--- config.mk ---
export PLATFORM = sky130hd
export DESIGN_NAME = fifo_burst_reader
export DESIGN_NICKNAME = d
export VERILOG_FILES = /design/src/rtl/fifo_burst_reader.sv
export SDC_FILE = /design/constraint.sdc
export NUM_CORES = 1
export LEC_CHECK = 0
export BUFFER_PORTS_ARGS = -buffer_cell sky130_fd_sc_hd__buf_2
export CORE_ASPECT_RATIO = 0.7
export CORE_UTILIZATION = 52
export DETAILED_ROUTE_END_ITERATION = 10
export HOLD_SLACK_MARGIN = 0.12
export PLACE_DENSITY = 0.74
export SLEW_MARGIN = 10
export SYNTH_ARGS = -nofsm -noshare
export SYNTH_HDL_FRONTEND = slang
export SYNTH_SLANG_ARGS = --single-unit
--- constraint.sdc ---
create_clock -name clk -period 7.15 [get_ports clk]
set_input_delay 0.715 -clock clk [delete_from_list [all_inputs] [get_ports clk]]
set_output_delay 0.715 -clock clk [all_outputs]
set_load 0.02 [all_outputs]
--- src/rtl/fifo_burst_reader.sv ---
// Burst read controller for fifo_top: pops cmd_len words, hides the FIFO's
// one-cycle read latency behind a 2-entry skid buffer, streams valid/ready.
module fifo_burst_reader #(
  parameter int N     = 3,
  parameter int LEN_W = 8
) (
  input  logic             clk,
  input  logic             rst_n,
  input  logic             cmd_valid,
  output logic             cmd_ready,
  input  logic [LEN_W-1:0] cmd_len,
  input  logic             fifo_empty,
  output logic             fifo_re,
  input  logic [N-1:0]     fifo_out,
  output logic             m_valid,
  input  logic             m_ready,
  output logic [N-1:0]     m_data,
  output logic             m_last,
  output logic             busy,
  output logic             done
);

  typedef enum logic [1:0] {S_IDLE, S_READ, S_DONE} state_t;

  state_t           state, state_nxt;
  logic [LEN_W-1:0] issue_cnt, issue_cnt_nxt;
  logic [LEN_W-1:0] out_cnt, out_cnt_nxt;
  logic [1:0]       occ, occ_nxt, occ_left;
  logic             inflight;
  logic [N-1:0]     sb0, sb1, sb0_nxt, sb1_nxt;
  logic             pop;
  logic [2:0]       level;

  assign m_valid   = (occ != 2'd0);
  assign m_data    = sb0;
  assign m_last    = m_valid && (out_cnt == LEN_W'(1));
  assign cmd_ready = (state == S_IDLE);
  assign busy      = (state != S_IDLE);
  assign done      = (state == S_DONE);

  // Words already held or on their way, net of this cycle's pop, must leave
  // room for the word a read issued now will deliver.
  always_comb begin
    pop     = m_valid && m_ready;
    level   = 3'(occ) + 3'(inflight) - 3'(pop);
    fifo_re = (state == S_READ) && (issue_cnt != '0) && !fifo_empty && (level < 3'd2);
  end

  always_comb begin
    state_nxt     = state;
    issue_cnt_nxt = issue_cnt;
    out_cnt_nxt   = out_cnt;
    sb0_nxt       = sb0;
    sb1_nxt       = sb1;
    occ_left      = occ - {1'b0, pop};
    case (state)
      S_IDLE: begin
        if (cmd_valid) begin
          if (cmd_len != '0) begin
            issue_cnt_nxt = cmd_len;
            out_cnt_nxt   = cmd_len;
            state_nxt     = S_READ;
          end else begin
            state_nxt = S_DONE;
          end
        end
      end
      S_READ: begin
        if (fifo_re) issue_cnt_nxt = issue_cnt - LEN_W'(1);
        if (pop) begin
          out_cnt_nxt = out_cnt - LEN_W'(1);
          if (m_last) state_nxt = S_DONE;
        end
      end
      S_DONE:  state_nxt = S_IDLE;
      default: state_nxt = S_IDLE;
    endcase
    // Head shifts out on pop; the arriving word lands behind whatever remains.
    if (pop) sb0_nxt = sb1;
    if (inflight) begin
      if (occ_left == 2'd0) sb0_nxt = fifo_out;
      else                  sb1_nxt = fifo_out;
    end
    occ_nxt = occ_left + {1'b0, inflight};
  end

  always_ff @(posedge clk) begin
    if (!rst_n) begin
      state     <= S_IDLE;
      issue_cnt <= '0;
      out_cnt   <= '0;
      occ       <= '0;
      inflight  <= 1'b0;
      sb0       <= '0;
      sb1       <= '0;
    end else begin
      state     <= state_nxt;
      issue_cnt <= issue_cnt_nxt;
      out_cnt   <= out_cnt_nxt;
      occ       <= occ_nxt;
      inflight  <= fifo_re;
      sb0       <= sb0_nxt;
      sb1       <= sb1_nxt;
    end
  end

endmodule

; ---- Word level (Yosys, flattened, before mapping)
; Cells that the tools add are included.
[op_classes]
n_mux = 14
n_eq_ne = 8
reduce_logical = 17
n_bitwise = 1
n_addsub = 6
n_lt_le_gt_ge = 1
[op_table]
columns = operator, count
row1 = 8-bit two-way mux, 4
row2 = 8-bit one-hot mux with 2 select lines, 2
row3 = 8-bit nonzero test, 2
row4 = 8-bit by 1-bit subtractor with 8-bit output (second input constant), 2
row5 = 3-bit two-way mux, 3
row6 = 8-bit by 1-bit == test with 1-bit output (second input constant), 1
row7 = 2-bit two-way mux, 4
row8 = 2-bit inequality test (second input constant), 4
row9 = 4-bit AND reduction, 2
row10 = 2-bit nonzero test, 3
row11 = 1-bit logical AND, 5
row12 = 2-bit logical NOT, 2
row13 = 2-bit one-hot mux with 2 select lines, 1
row14 = 2-bit by 1-bit adder with 3-bit output, 1
row15 = 3-bit by 2-bit less-than comparator with 1-bit output (second input constant), 1
row16 = 3-bit AND reduction, 1
row17 = 3-bit by 1-bit subtractor with 3-bit output, 1
row18 = 2-bit by 1-bit adder with 2-bit output, 1
row19 = 2-bit by 1-bit == test with 1-bit output (second input constant), 1
row20 = 2-bit == test (second input constant), 1
row21 = 2-bit by 1-bit inequality test with 1-bit output (second input constant), 1
row22 = 2-bit AND reduction, 1
row23 = 2-bit by 1-bit subtractor with 2-bit output, 1
row24 = 1-bit logical NOT, 1
row25 = 1-bit inverter, 1
[word_totals]
register_bits = 27
input_bits = 16
out_inout_bits = 9
elab_cells = 54

; ---- Longest topological paths before layout
; Gate-level depths: netlist of the first run.
[depth]
ltp_word = 7
depth_mapped = 10
depth_no_buf = 9

; ---- Least setup slack after synthesis of the first run
; Ideal clock, no wire load.
[synth_path]
path_kind = register -> output
from = reg occ[1]
to = out fifo_re
arrival_ns = 2.423
required_ns = 6.435
stages_incl_launch_ff = 8
path_slack_ns = 4.012
path_buffers = 0
cell_sequence = dfxtp_1 > or2_2 > nand2_1 > nor2_1 > fa_1 > xor2_1 > or4b_1 > nor2_1
[synth_between]
elab_chain_cells = 5
elab_cells_between_ends = 6
cone_classes = 2 x add/sub / 1 x order compare / 3 x reduce/logical
[synth_rtl]
columns = item, line_no
row1 = from (decl), 28  ; logic [1:0] occ, occ_nxt, occ_left;
row2 = from (signal assigned), 100  ; occ <= occ_nxt;
row3 = 2-bit nonzero test, 34  ; assign m_valid = (occ != 2'd0);
row4 = via m_valid, 15  ; output logic m_valid,
row5 = 1-bit logical AND, 44  ; pop = m_valid && m_ready;
row6 = 3-bit by 1-bit subtractor with 3-bit output, 45  ; level = 3'(occ) + 3'(inflight) - 3'(pop);
row7 = 3-bit by 2-bit less-than comparator with 1-bit output, 46  ; fifo_re = (state == S_READ) && (issue_cnt != '0) && !fifo_empty && (level < 3'd2);
row8 = 1-bit logical AND, 46
row9 = to (decl), 13  ; output logic fifo_re,
; The timed path passes the listed nets, and every way through them passes these cells.

; ---- Final worst setup path of the first run
[layout_path]
from = reg occ[1]
to = out fifo_re
[layout_between]
elab_chain_cells = 5
elab_cells_between_ends = 6
cone_classes = 2 x add/sub / 1 x order compare / 3 x reduce/logical
[layout_rtl]
columns = item, line_no
row1 = branches (longest 2 deep; another with 2-bit by 1-bit adder with 3-bit output), --
row2 = 3-bit by 1-bit subtractor with 3-bit output (*), 45
row3 = 3-bit by 2-bit less-than comparator with 1-bit output (*), 46
row4 = 1-bit logical AND (*), 46
; Mark *: on every way between the ends.

==> flow_metrics.tcl, run 1 <==
set metrics [dict create \
    outcome "finished, final reports clean" \
    first_pass_iters 4 \
    post_cts_buffers 0 \
    synth.top_cells.by_count "27 x dfxtp_1, 25 x nand2_1, 20 x nor2_1, 18 x a21oi_1, 12 x inv_1" \
    antenna_found_initial 0 \
    finalMaxSlewViolations 0 \
    place_ws_ps 3854 \
    finalCriticalPeriod_ps 3484 \
    crit_type "reg2out" \
    rsz0062_at_grt "false" \
    setup_violations 0 \
    fin_skew_ps 7.018 \
    startpoint_type "flip-flop" \
    overflow 0 \
    wl_per_cell_um 15.44 \
    tritoncts "built" \
    synth_ff_type "dfxtp_1" \
    yosysSeqAreaShare 0.3367 \
    fillers 261 \
    setup_slack_ps 3666 \
    ios 25 \
    drcViolationCount 0 \
    final_core_util 0.6206 \
    ctsHoldBuffers 0 \
    ys_top_cells_by_area "dfxtp_1 34%, nand2_1 5.8%, a21oi_1 5.6%, ha_1 4.7%, nor2_1 4.7%" \
    cts.reportedPaths.clkPinSlew_ps 90 \
    hp-class "reg2reg" \
    insertion_delay_ps 280 \
    io_buffers 24 \
    wirelength_um 3921 \
    die_w_um 68.41 \
    gp_congestion 0.9058 \
    cts.path.max_buffers 2 \
    nets 242 \
    synth_area_per_cell_um2 8.149 \
    grtUsageTotal 0.2575 \
    p_leak_nw 0.7713 \
    drive_gt1_frac 0.1606 \
    fmax_mhz 287.1 \
    cts_buffers 3 \
    grt_pass1_wl_um 6403 \
    syn_to_final_growth_pct 10.68 \
    core_mm2 0.002863 \
    crit_required_ps 6430 \
    antenna_cells 0 \
    yosys_warnings 0 \
    syn_nets 220 \
    post-dp-hpwl_um 2968 \
    cts_resized 0 \
    peakVddDrop_v 0.0001499 \
    netlist_instances 197 \
    tightest_slew_ps 785.6 \
    grt_pass1_vias 1396 \
    dieHeight_um 48.49 \
    start_util 0.5608 \
    tns_ps 0 \
    antenna_left 0 \
    synth.most_common_cell "dfxtp_1" \
    crit_path_max_fanout 7 \
    dr_total_vias 1543 \
    drv_cap 0 \
    synthArstFlopShare 0 \
    routed_via_density 6.075 \
    grt_start_max_net_pins 20 \
    powerDensity_mw_per_mm2 289.9 \
    synthesis.area_mm2 0.001605 \
    dieArea_mm2 0.003317 \
    cts-htree-levels 1 \
    design_power_total_uw 515.1 \
    ys_ff_latch 27 \
    synth_edf_count 0 \
    clock-root-buffer "clkbuf_8" \
    end_kind "primary output" \
    clock_sinks 27 \
    synth_top_cell_area_share 0.3367 \
    final_hold_viol_count 0 \
    fp-row-count 16 \
    synth_cell_types 53 \
    maxSlewHeadroom 0.4689 \
    fin_crit_sh 0.4872 \
    synth_largest_area_cell "dfxtp_1" \
    worst_hold_slack_ps 456.1 \
    drtIter0Drc 144 \
    arrival_ps 2770 \
]
## report_power, final
part           switching, mW  internal, mW  leakage [nW]
combinational          0.133        0.0951         0.528
sequential            0.0254         0.174         0.221
clock                 0.0476        0.0400        0.0228
total                  0.206         0.309         0.771
## kinds of logic (layout without fill, tap and decap cells)
kind of cell    count (synthesis)  in the layout  share of synthesized area
compound gates                 57             57                     0.2401
xor+xnor                        4              4                    0.02183
fa+ha+maj                       7              7                    0.05924
buf+inv                        20             41                    0.05455
flops                          27             27                     0.3367
mux                             6              6                    0.03741
simple gates                   76             76                     0.2502
## metrics by stage
step	instances	cell area [µm²]
after global placement	250	1732
after CTS	254	1777
after detailed placement	250	1732
final	254	1777
after global routing	254	1777
after floorplan	197	1605
## registers in the layout (all words and copies together) (netlist names)
signal     flops
state          2
occ            2
inflight       1
m_data         3
sb1            3
issue_cnt      8
out_cnt        8
## critical path, cell delays in order (launching register included)
cell	delay, ps
dfxtp_1	370
or2_2	350
nand2_1	270
nor2_1	100
fa_1	410
xor2_1	160
or4b_1	520
nor2_1	140
buf_2	170
## cell usage in the layout, fill, tap and decap left out, drive strengths merged, types with 3 or more instances in the layout
master / synthesis / final
nor4: 3 / 3
xor2: 3 / 3
nand3: 3 / 3
or4: 4 / 4
ha: 6 / 6
nand2: 25 / 25
inv: 12 / 12
a21oi: 19 / 19
nor3: 4 / 4
dfxtp: 27 / 27
o32ai: 3 / 3
nor4b: 3 / 3
nor2: 20 / 20
o21ai: 8 / 8
clkbuf: 4 / 4
buf: 3 / 24
nor2b: 3 / 3
mux2i: 6 / 6
a21o: 4 / 4
a211oi: 5 / 5
## area by class of cell
| class | count | area, µm² | area share |
|---|---|---|---|
| clock buffers | 4 | 45.04 | 0.02535 |
| inverters | 13 | 48.80 | 0.02746 |
| multi-input cells | 150 | 977.2 | 0.5500 |
| flip-flops and latches | 27 | 540.5 | 0.3042 |
| well taps | 36 | 45.04 | 0.02535 |
| repair buffers | 24 | 120.1 | 0.06761 |
## per-layer routing
metal,global-route usage,vias to the layer above,wire length (µm)
li1,-,754,-
met1,0.3702,728,1854
met2,0.3709,59,1797
met3,0.06840,2,251
met4,0.07986,0,19
met5,0,-,0
## path summary, 6_finish.rpt
check	from	to	slack [ps]	cells after the start
worst min-delay path	issue_cnt[6]	issue_cnt[6]	460	2
worst min register to register	issue_cnt[6]	issue_cnt[6]	460	2
worst max-delay path	occ[1]	fifo_re	3670	8
worst max register to register	occ[1]	issue_cnt[1]	4140	9
No activity file was read; power rests on OpenSTA's default activity.
==> run 2, diff against run 1 <==
==> constraint.sdc (replaced) <==
create_clock -name clk -period 3.4 [get_ports clk]
set_input_delay 0.34 -clock clk [delete_from_list [all_inputs] [get_ports clk]]
set_output_delay 0.34 -clock clk [all_outputs]
set_load 0.02 [all_outputs]
==> run 2 against run 1 <==
Net effect: core utilization grew 0.57 points; clock skew grew 1.9 ps; register-to-register slack lost 3600 ps.
==> flow_metrics.tcl, run 2 (synthesis gave the netlist of run 1 again) <==
set metrics [dict create \
    layout_commonest_cell "dfxtp_1" \
    first_pass_iters 4 \
    grt_start_max_net_pins 20 \
    cts_buffers 3 \
    rsz0062_at_grt "false" \
    pwr-share-comb 0.449 \
    syn_to_final_growth_pct 11.69 \
    fp-row-count 16 \
    antenna_cells 0 \
    dieArea_mm2 0.003317 \
    fin_crit_sh 0.8702 \
    multiInputGateArea_um2 977.2 \
    wl_per_cell_um 15.57 \
    ctsHoldBuffers 0 \
    hp-class "in2reg" \
    mostFrequentLayoutCells "27 x dfxtp_1, 25 x nand2_1, 24 x buf_2, 20 x nor2_1, 18 x a21oi_1" \
    gp_congestion 0.9557 \
    fillers 269 \
    post-dp-hpwl_um 2983 \
    dieHeight_um 48.49 \
    tns_ps 0 \
    antenna_left 0 \
    maxSlewHeadroom 0.5267 \
    peakVddDrop_v 0.0002984 \
    fmax_mhz 338.0 \
    end_kind "primary output" \
    tritoncts "built" \
    crit_required_ps 3060 \
    final_hold_viol_count 0 \
    grtUsageTotal 0.2596 \
    drive_gt1_frac 0.1727 \
    core_mm2 0.002863 \
    switching_power_uw 441.1 \
    clock-root-buffer "clkbuf_8" \
    overflow 0 \
    grt_pass1_vias 1429 \
    crit_type "reg2out" \
    routed_via_density 5.949 \
    final_core_util 0.6263 \
    post_cts_buffers 0 \
    drv_cap 0 \
    die_w_um 68.41 \
    drtIter0Drc 143 \
    rr_startpoint "occ[1]" \
    setup_violations 0 \
    largestRegisters "issue_cnt: 8 flops, out_cnt: 8 flops" \
    wirelength_um 3985 \
    grt_pass1_wl_um 6561 \
    ios 25 \
    cts_resized 0 \
    timing.critical_path.from "occ[1]" \
    seq_power_share 0.383 \
    finalMaxSlewViolations 0 \
    cts.reportedPaths.clkPinSlew_ps 100 \
    start_util 0.5608 \
    powerDensity_mw_per_mm2 612.7 \
    arrival_ps 2620 \
    register_area_um2 540.5 \
    clock_sinks 27 \
    pwr-share-clk 0.169 \
    drcViolationCount 0 \
    cts.path.max_buffers 2 \
    startpoint_type "flip-flop" \
    hp-start "fifo_out[1]" \
    internal_power_uw 657.5 \
    cts-htree-levels 1 \
    fin_skew_ps 8.878 \
    outcome "finished, final reports clean" \
    tightest_slew_ps 703.7 \
    finalCriticalPeriod_ps 2959 \
    dr_total_vias 1523 \
    nets 244 \
    crit_path_max_fanout 4 \
    switching_share 0.4015 \
    p_leak_nw 0.7834 \
    insertion_delay_ps 280 \
    antenna_found_initial 0 \
    io_buffers 24 \
]
==> run 2: cell count changes in the layout (fill, tap and decap cells not counted), sizes merged <==
cell	delta
buf	+2
clkinv	+1
clkbuf	-1
==> run 2: layer usage <==
| metal | vias to the layer above | routed length (µm) | track usage |
|---|---|---|---|
| li1 | 757 | - | - |
| met1 | 690 | 1899 | 0.3811 |
| met2 | 68 | 1771 | 0.3873 |
| met3 | 8 | 258 | 0.05189 |
| met4 | 0 | 55 | 0.05903 |
| met5 | - | 0 | 0 |
==> run 2: metrics by stage <==
step | cells | power [mW] | hold WS (ps) | cell area [µm²] | setup WS (ps)
after global routing | 256 | 1.177 | 333.7 | 1793 | 297.6
after floorplan | 197 | 0.7881 | 431.3 | 1605 | 585.2
after CTS | 256 | 1.098 | 311.4 | 1793 | 455.4
after detailed placement | 252 | 0.9093 | 458.3 | 1747 | 621.4
final | 256 | 1.099 | 307.7 | 1793 | 441.4
after global placement | 252 | 0.8894 | 454.6 | 1747 | 741.8
==> run 2: final cells by class <==
type | instances | area share
Clock buffer | 3 | 0.02303
Inverter | 13 | 0.02722
Sequential cell | 27 | 0.3015
Clock inverter | 1 | 0.002791
Timing Repair Buffer | 26 | 0.07537
Tap cell | 36 | 0.02512
Multi-Input combinational cell | 150 | 0.5450
==> run 2: power groups by stage <==
stage	clock (mW)	sequential (mW)	combinational (mW)
2_1_floorplan	0	0.417	0.371
3_3_place_gp	0	0.422	0.467
3_5_place_dp	0	0.426	0.484
4_1_cts	0.190	0.419	0.489
5_1_grt	0.198	0.427	0.552
6_report	0.185	0.420	0.493
==> run 2: final timing paths <==
path / to / slack [ps] / depth (start not counted)
worst min register to register: out_cnt[7] / 470 / 2
worst max-delay path: fifo_re / 440 / 8
worst min-delay path: sb1[1] / 310 / 3
worst max register to register: issue_cnt[1] / 540 / 9
==> run 2: critical path: stages, from the launching register on <==
cell and delay (ps):
dfxtp_1 370, or2_2 340, nand2_1 90, nor2_1 60, fa_1 410, xor2_1 160
or4b_1 520, nor2_1 180, buf_2 190
==> run 3, diff against run 2 <==
--- a/config.mk
+++ b/config.mk
@@ -6,11 +6,13 @@
 export NUM_CORES = 1
 export LEC_CHECK = 0
 export BUFFER_PORTS_ARGS = -buffer_cell sky130_fd_sc_hd__buf_2
+export CELL_PAD_IN_SITES_DETAIL_PLACEMENT = 1
+export CELL_PAD_IN_SITES_GLOBAL_PLACEMENT = 1
 export CORE_ASPECT_RATIO = 0.7
-export CORE_UTILIZATION = 52
+export CORE_UTILIZATION = 41
 export DETAILED_ROUTE_END_ITERATION = 10
 export HOLD_SLACK_MARGIN = 0.12
-export PLACE_DENSITY = 0.74
+export PLACE_DENSITY = 0.78
 export SLEW_MARGIN = 10
 export SYNTH_ARGS = -nofsm -noshare
 export SYNTH_HDL_FRONTEND = slang
==> run 3 against run 2 <==
Net effect: cell count is 5.5% higher; die area is 26% higher; core utilization is 13 points lower; via count is 0.59% higher; final area is 0.91% higher; non-clock buffer count stayed put; fmax is 1.2% lower; worst hold slack better by 31 ps; count of clock-buffer cells in the layout is 1 higher; global-route usage is 2.2 points lower; first-iteration DRC count is 20% lower; routed wire length is 17% higher.
==> flow_metrics.tcl, run 3 (synthesis gave the netlist of run 1 again) <==
set metrics [dict create \
    rr_startpoint "occ[1]" \
    gp_congestion 0.8020 \
    fin_skew_ps 9.090 \
    largestRegisters "issue_cnt: 8 flops, out_cnt: 8 flops" \
    drcViolationCount 0 \
    worst_r2r_path_depth 9 \
    syn_to_final_growth_pct 12.70 \
    post_cts_buffers 0 \
    grt_pass1_wl_um 7514 \
    cts_buffers 3 \
    wl_per_cell_um 17.21 \
    cp_cell_sequence "or2_2 -> nand2_1 -> nor2_1 -> fa_1 -> xor2_1 -> or4b_1 -> nor2_1 -> buf_2" \
    antenna_cells 0 \
    place_ws_ps 597.7 \
    die_w_um 76.79 \
    tns_ps 0 \
    wirelength_um 4647 \
    finalMaxSlewViolations 0 \
    layout_commonest_cell "dfxtp_1" \
    cts.reportedPaths.clkPinSlew_ps 100 \
    fin_crit_sh 0.8805 \
    nets 244 \
    powerDensity_mw_per_mm2 619.5 \
    r2r_slack_ps 600 \
    cpMostUsedCell "nor2_1" \
    dr_total_vias 1532 \
    clock-root-buffer "clkbuf_8" \
    clock_sinks 27 \
    timing.critical_path.from "occ[1]" \
    grt_start_max_net_pins 20 \
    ctsHoldBuffers 0 \
    crit_type "reg2out" \
    maxSlewHeadroom 0.4954 \
    final_hold_viol_count 0 \
    critPathTopFamily "simple AND/OR/NAND/NOR gates" \
    fp-row-count 18 \
    r2r_end "issue_cnt[1]" \
    hp-start "fifo_out[1]" \
    cp_slowest_stage_delay_ps 530 \
    startpoint_type "flip-flop" \
    drive_gt1_frac 0.1682 \
    setup_slack_ps 406.2 \
    post-dp-hpwl_um 3673 \
    core_mm2 0.003626 \
    cp_num_cells 8 \
    drtIter0Drc 115 \
    setup_violations 0 \
    antenna_left 0 \
    dieArea_mm2 0.004174 \
    worst_hold_slack_ps 338.5 \
    min_path_cells 3 \
    cts-htree-levels 1 \
    critPathSlowestCell "or4b_1" \
    grtUsageTotal 0.2374 \
    p_leak_nw 0.7806 \
    antenna_found_initial 0 \
    tightest_slew_ps 746.4 \
    rsz0062_at_grt "false" \
    hp-class "in2reg" \
    peakVddDrop_v 0.0002788 \
    finalCriticalPeriod_ps 2994 \
    design_power_total_mw 1.121 \
    tritoncts "built" \
    cts.path.max_buffers 2 \
    dieHeight_um 54.35 \
    crit_path_end "fifo_re" \
    grt_pass1_vias 1476 \
    ios 25 \
    arrival_ps 2650 \
    insertion_delay_ps 270 \
    overflow 0 \
    mostFrequentLayoutCells "27 x dfxtp_1, 25 x nand2_1, 24 x buf_2, 20 x nor2_1, 18 x a21oi_1" \
    outcome "finished, final reports clean" \
    start_util 0.4427 \
    crit_required_ps 3060 \
    drv_cap 0 \
    cts_resized 0 \
    fmax_mhz 334.0 \
    end_kind "primary output" \
    routed_via_density 5.674 \
    crit_path_max_fanout 4 \
    io_buffers 24 \
    worstPathBufferInverterCount 1 \
    first_pass_iters 4 \
]
## run 3: cell count changes in the layout (fill, tap and decap cells not counted), sizes merged
cell and change:
clkbuf +1, clkinv -1
## run 3: tightest hold or removal path, delay by kind of cell
kind | cells | cell delay [ps]
simple gates | 1 | 80
buf+inv | 1 | 90
mux | 1 | 60
## run 3: power by group
group | switching (mW) | internal, mW | total (mW)
combinational | 0.299 | 0.212 | 0.512
sequential | 0.0559 | 0.366 | 0.422
clock | 0.103 | 0.0841 | 0.187
total | 0.459 | 0.662 | 1.12
## run 3: worst min path at each step
stage / endpoint / slack [ps]
6_report: sb1[1] / 340
5_1_grt: sb1[2] / 350
4_1_cts: sb1[2] / 340
3_5_place_dp: out_cnt[7] / 470
3_3_place_gp: issue_cnt[6] / 460
2_1_floorplan: issue_cnt[6] / 430
## run 3: stage by stage
step / cells / area [µm²] / util
global route: 270 / 1809 / 0.4990
floorplan: 197 / 1605 / -
CTS: 270 / 1809 / 0.4990
global placement: 266 / 1764 / 0.4865
finish: 270 / 1809 / 0.4990
detailed placement: 266 / 1764 / 0.4865
## run 3: layer usage
layer | GRT usage | part of all wire | vias up
li1 | - | - | 759
met2 | 0.4122 | 0.45 | 30
met3 | 0.03667 | 0.047 | 2
met5 | 0 | 0 | -
met1 | 0.3244 | 0.50 | 741
met4 | 0.02885 | 0.0026 | 0
## run 3: cell type report
type                            instances  area, µm²
Fill cell                             460       1817
Inverter                               13      48.80
Clock buffer                            4      45.04
Sequential cell                        27      540.5
Tap cell                               50      62.56
Multi-Input combinational cell        150      977.2
Timing Repair Buffer                   26      135.1
